$ cat config.mk
export PLATFORM = sky130hd
export DESIGN_NAME = tlp_pndgrd_ctrl
export DESIGN_NICKNAME = d
export VERILOG_FILES = /design/src/rtl/tlp_pndgrd_ctrl.sv
export SDC_FILE = /design/constraint.sdc
export NUM_CORES = 1
export LEC_CHECK = 0
export CORE_MARGIN = 1
export CORE_UTILIZATION = 50
export CTS_CLUSTER_DIAMETER = 100
export DETAILED_ROUTE_END_ITERATION = 7
export PLACE_DENSITY_LB_ADDON = 0.2
export SLEW_MARGIN = 20
export SYNTH_ARGS = -nofsm -noshare
export SYNTH_HDL_FRONTEND = slang
export SYNTH_SLANG_ARGS = --single-unit
$ cat constraint.sdc
create_clock -name clk -period 10.1 [get_ports clk]
set_clock_uncertainty 0.1 [all_clocks]
set_input_delay 1.515 -clock clk [delete_from_list [all_inputs] [get_ports clk]]
set_output_delay 1.515 -clock clk [all_outputs]
set_load 0.01 [all_outputs]
$ cat src/rtl/tlp_pndgrd_ctrl.sv
// Memory-read issue sequencer: arbitrates two requesters, tags reads, feeds TX and the pending-read FIFO.
// Grant-to-TxRdValid 1 cycle; holds header under TxRdReady low; grants stall on no free tag or FIFO near full.
module tlp_pndgrd_ctrl #(
   parameter int C_NUM_TAGS    = 8,
   parameter int C_FIFO_THRESH = 14,
   parameter int C_TMO_W       = 16,
   parameter int C_TMO_CYCLES  = 50000
) (
   input  logic        clk,
   input  logic        rst_n,
   input  logic        Req0Valid,
   input  logic [48:0] Req0Hdr,
   output logic        Req0Ack,
   input  logic        Req1Valid,
   input  logic [48:0] Req1Hdr,
   output logic        Req1Ack,
   output logic        TxRdValid,
   output logic [56:0] TxRdHdr,
   input  logic        TxRdReady,
   output logic        PndgRdFifoWrReq,
   output logic [56:0] PndgRdHeader,
   input  logic [3:0]  PndngRdFifoUsedW,
   input  logic        CplValid,
   input  logic [7:0]  CplTag,
   input  logic        CplLast,
   output logic        TmoValid,
   output logic [7:0]  TmoTag,
   output logic        CplErr,
   output logic [4:0]  OutstandingCnt
);

   typedef struct packed {
      logic [7:0]  tag;
      logic [48:0] hdr;
   } tagHdr_t;

   typedef enum logic {IDLE, ISSUE} state_t;

   localparam logic [C_TMO_W-1:0] TMO_LIMIT = C_TMO_W'(C_TMO_CYCLES);
   localparam logic [15:0]        TAG_MASK  = 16'((32'd1 << C_NUM_TAGS) - 32'd1);
   localparam logic [4:0]         THRESH    = 5'(C_FIFO_THRESH);

   state_t               state, stateNxt;
   logic [15:0]          busy, busyNxt;
   logic [C_TMO_W-1:0]   tmoCnt [16];
   logic                 rrPtr;
   logic                 winQ;
   tagHdr_t              issueQ;

   logic                 grant, grantWin, accept;
   logic                 anyFree;
   logic [3:0]           freeTag;
   logic [3:0]           cplIdx;
   logic                 cplHit, cplFree;
   logic                 tmoHit;
   logic [3:0]           tmoIdx;
   logic [15:0]          setMask, clrMask;

   function automatic logic [4:0] popCount(input logic [15:0] v);
      logic [4:0] n;
      n = '0;
      for (int i = 0; i < 16; i++) n = n + 5'(v[i]);
      return n;
   endfunction

   // Lowest free tag, taken from the registered bitmap only.
   always_comb begin
      anyFree = 1'b0;
      freeTag = '0;
      for (int t = 15; t >= 0; t--) begin
         if (TAG_MASK[t] && !busy[t]) begin
            anyFree = 1'b1;
            freeTag = 4'(t);
         end
      end
   end

   always_comb begin
      cplIdx  = CplTag[3:0];
      cplHit  = CplValid && (CplTag < 8'(C_NUM_TAGS)) && busy[cplIdx];
      cplFree = cplHit && CplLast;
   end

   // A completion-last on a saturated tag pre-empts its timeout report.
   always_comb begin
      tmoHit = 1'b0;
      tmoIdx = '0;
      for (int t = 15; t >= 0; t--) begin
         if (busy[t] && (tmoCnt[t] == TMO_LIMIT) && !(cplFree && (cplIdx == 4'(t)))) begin
            tmoHit = 1'b1;
            tmoIdx = 4'(t);
         end
      end
   end

   always_comb begin
      stateNxt = state;
      grant    = 1'b0;
      accept   = 1'b0;
      grantWin = (Req0Valid && Req1Valid) ? rrPtr : Req1Valid;
      case (state)
         IDLE: begin
            if ((Req0Valid || Req1Valid) && anyFree && ({1'b0, PndngRdFifoUsedW} < THRESH)) begin
               grant    = 1'b1;
               stateNxt = ISSUE;
            end
         end
         ISSUE: begin
            if (TxRdReady) begin
               accept   = 1'b1;
               stateNxt = IDLE;
            end
         end
         default: stateNxt = IDLE;
      endcase
   end

   always_comb begin
      setMask = accept  ? (16'd1 << issueQ.tag[3:0]) : 16'd0;
      clrMask = (cplFree ? (16'd1 << cplIdx) : 16'd0) |
                (tmoHit  ? (16'd1 << tmoIdx) : 16'd0);
      busyNxt = (busy | setMask) & ~clrMask & TAG_MASK;
   end

   assign TxRdValid       = (state == ISSUE);
   assign TxRdHdr         = issueQ;
   assign PndgRdHeader    = issueQ;
   assign PndgRdFifoWrReq = accept;
   assign Req0Ack         = accept && !winQ;
   assign Req1Ack         = accept &&  winQ;

   always_ff @(posedge clk or negedge rst_n) begin
      if (!rst_n) begin
         state          <= IDLE;
         busy           <= '0;
         rrPtr          <= 1'b0;
         winQ           <= 1'b0;
         issueQ         <= '0;
         TmoValid       <= 1'b0;
         TmoTag         <= '0;
         CplErr         <= 1'b0;
         OutstandingCnt <= '0;
         for (int t = 0; t < 16; t++) tmoCnt[t] <= '0;
      end else begin
         state          <= stateNxt;
         busy           <= busyNxt;
         OutstandingCnt <= popCount(busyNxt);
         CplErr         <= CplValid && !cplHit;
         TmoValid       <= tmoHit;
         TmoTag         <= tmoHit ? {4'h0, tmoIdx} : 8'h00;
         if (grant) begin
            issueQ.tag <= {4'h0, freeTag};
            issueQ.hdr <= grantWin ? Req1Hdr : Req0Hdr;
            winQ       <= grantWin;
         end
         if (accept) rrPtr <= !winQ;
         for (int t = 0; t < 16; t++) begin
            if (setMask[t])
               tmoCnt[t] <= '0;
            else if (busy[t] && (tmoCnt[t] != TMO_LIMIT))
               tmoCnt[t] <= tmoCnt[t] + C_TMO_W'(1);
         end
      end
   end

endmodule

==> results_dict.tcl <==
set metrics [dict create \
    status "complete, no violations" \
    worst_setup_path_start_kind "input pin" \
    core_region_area_sq_um 21900 \
    vias 9016 \
    timing.hold.ws_ns 0.404 \
    fin_ws_ns 3.74 \
    pre_cts_slack_ns 3.39 \
    ctsRootBufferMaster "clkbuf_16" \
    pwr-share-comb_pct 41.6 \
    cpMaxStageDelayCell "nor4bb_1" \
    end_kind "flop" \
    setup_viol 0 \
    cp_slowest_stage_delay_ns 0.87 \
    die_w_um 152 \
    rsz0062_at_grt "no" \
    power_leakage_nw 5.89 \
    final_util_pct 63.8 \
    slew_viol_final 0 \
    crit_chain "clkdlybuf4s50_1, nor4bb_1, nand2_1, o32ai_1, nand2_1, o21a_1, fa_1, inv_1, fa_1, fa_1, inv_1, ha_1, fa_1, xor2_1" \
    maxCapViolations 0 \
    synth_cells 1195 \
    yosysTopAreaCell "dfrtp_1" \
    synth_top_area_share_pct 44.8 \
    ys.flop_type "dfrtp_1" \
    p_sw_mw 1.50 \
    overflow 0 \
    cts.path.max_buffers 2 \
    avgSynthCellArea_sq_um 9.36 \
    cp.arrival_ns 6.58 \
    critical_path_class "in -> reg" \
    drt_iter0_drc 581 \
    hold_class "reg -> reg" \
    min_period_over_period_pct 63.0 \
    dp.cells 1623 \
    tightest_slew_ns 1.03 \
    post-cts-setup-buffers 0 \
    htree_levels 4 \
    cp_max_fo 6 \
    synth_area_leaders "dfrtp_1 45%, xnor2_1 5.8%, mux2i_1 4.9%" \
    fill_cells 1789 \
    wl_mm 27.6 \
    seq_area_frac_synth_pct 44.8 \
    gr-usage-all-layers_pct 24.2 \
    portBuffers 232 \
    yosysWarnings 0 \
    dr.pass1.iters 5 \
    synth_cell_types 69 \
    final_hold_viol_count 0 \
    clockPowerShare_pct 18.1 \
    dieArea_sq_um 23000 \
    diodes 0 \
    clock_latency_ns 0.44 \
    ant_nets 0 \
    synthTopCellsByCount "200 x dfrtp_1, 146 x nor2_1, 113 x nand2_1" \
    die_h_um 152 \
    netlist_area_sq_um 11200 \
    grt_pass1_vias 8270 \
    cts-buffers-inserted 17 \
    cts_hold_buf 0 \
    fmax_ghz 0.157 \
    antenna_found_initial 0 \
    drt-met1-wl_mm 12.0 \
    place_area_sq_um 13400 \
    io_pins 250 \
    power_frac_seq_pct 40.3 \
    syn2layout_area_growth_pct 24.9 \
    cts_resized 0 \
    design_area_sq_um 14000 \
    cpMostUsedCell "fa_1" \
    met3_length_mm 1.54 \
    wl_per_cell_um 16.7 \
    finalCriticalPeriod_ns 6.36 \
    hpwl_mm 20.3 \
    grt_pass1_wl_mm 43.4 \
    min_path_cells 2 \
    yosysMostFrequentCell "dfrtp_1" \
    drive_gt1_share_pct 4.87 \
    rows 54 \
    synth_edf_count 0 \
    cts.sinks 200 \
    maxUsedRoutingLayer "met4" \
    finalNonFillerCells 1655 \
    synth_seq_cells 200 \
    tns_ns 0 \
    cts_tree "yes" \
    dr_wl_met2_mm 13.8 \
    fin_nets 1502 \
    vias_per_cell 5.45 \
    place.gp.congestion 0.918 \
    grt_max_degree 103 \
    internal-power_mw 2.31 \
    drc_errors 0 \
    path_clk_slew_ns 0.07 \
    ir_worst_vdd_mv 0.143 \
    start_util_pct 51.1 \
    maxSlewHeadroom_pct 30.2 \
    switching_share_pct 39.3 \
    synthArstFlopShare_pct 100 \
    required_ns 10.32 \
    rr_worst_depth 17 \
    total_power_mw 3.81 \
    powerDensity_nw_per_um2 273 \
]
sequential cells by signal (all words and copies together), names as in the netlist:
signal	count
CplErr	1
TmoTag	3
OutstandingCnt	4
PndgRdHeader	52
TmoValid	1
tmoCnt	128
winQ	1
TxRdValid	1
rrPtr	1
busy	8
worst max-delay path, delay by kind of cell:
family | cells | cell delay (ns)
and+or+nand+nor | 3 | 1.33
AOI/OAI and AO/OA | 2 | 0.93
adders and majority gates | 5 | 2.07
xor gates and xnor gates | 1 | 0.17
buffers and inverters | 3 | 0.55
logic make-up after synthesis:
family          count (synthesis)  synth area share (%)
mux                            57                  5.13
simple gates                  476                  21.9
compound gates                170                  9.30
xor+xnor                      106                  8.30
buf+inv                       162                  7.74
flops                         200                  44.8
fa+ha+maj                      23                  2.84
other cells                     1                0.0335
final cells by class:
type,instances,area [sq um],area share (%)
clock buffers,17,425,3.05
clock inverters,15,178,1.27
inverters,52,195,1.40
multi-input cells,848,5410,38.7
flip-flops and latches,200,5000,35.8
well taps,280,350,2.51
repair buffers,243,2410,17.2
per-layer routing:
layer / track usage, % / vias up
li1: - / 4401
met1: 32.3 / 4350
met2: 41.3 / 245
met3: 4.13 / 20
met4: 4.85 / 0
met5: 0 / -
path summary, 6_finish.rpt:
path	slack (ns)	endpoint	startpoint
worst max-delay path	3.74	OutstandingCnt[2]	CplLast
max in group asynchronous	7.62	PndgRdHeader[23]	rst_n
worst min register to register	0.40	PndgRdHeader[17]	PndgRdHeader[17]
min in group asynchronous	0.95	PndgRdHeader[16]	rst_n
worst max register to register	4.82	OutstandingCnt[2]	tmoCnt[192]
worst min-delay path	0.40	PndgRdHeader[17]	PndgRdHeader[17]
layout by cell type (no fill, tap or decap), types with 7 or more instances in the layout:
cell type | synthesis | routed
nor2b_1 | 7 | 7
clkdlybuf4s50_1 | 0 | 231
nor4_1 | 15 | 15
nand3_1 | 37 | 37
nand2_1 | 113 | 113
o21ai_0 | 74 | 73
a211oi_1 | 8 | 8
xor2_1 | 32 | 32
dfrtp_1 | 200 | 200
and3_1 | 12 | 12
inv_1 | 52 | 52
a21oi_1 | 38 | 38
conb_1 | 1 | 16
and2_1 | 8 | 8
buf_4 | 68 | 11
ha_1 | 19 | 19
clkbuf_16 | 0 | 17
nand4_1 | 32 | 32
or3_1 | 18 | 18
nor3_1 | 23 | 22
a2111oi_0 | 7 | 7
nand3b_1 | 7 | 7
mux2i_1 | 55 | 55
xnor2_1 | 74 | 74
nor2_1 | 146 | 144
nand4b_1 | 10 | 10
power by group through the flow:
stage	registers, mW	logic, mW	clock network [mW]
finish	1.53	1.59	0.689
floorplan	1.46	1.03	0
CTS	1.53	1.60	0.705
global route	1.59	1.77	0.736
global placement	1.53	1.55	0
detailed placement	1.54	1.60	0
Note: power is estimated with default switching activity, not from simulation.
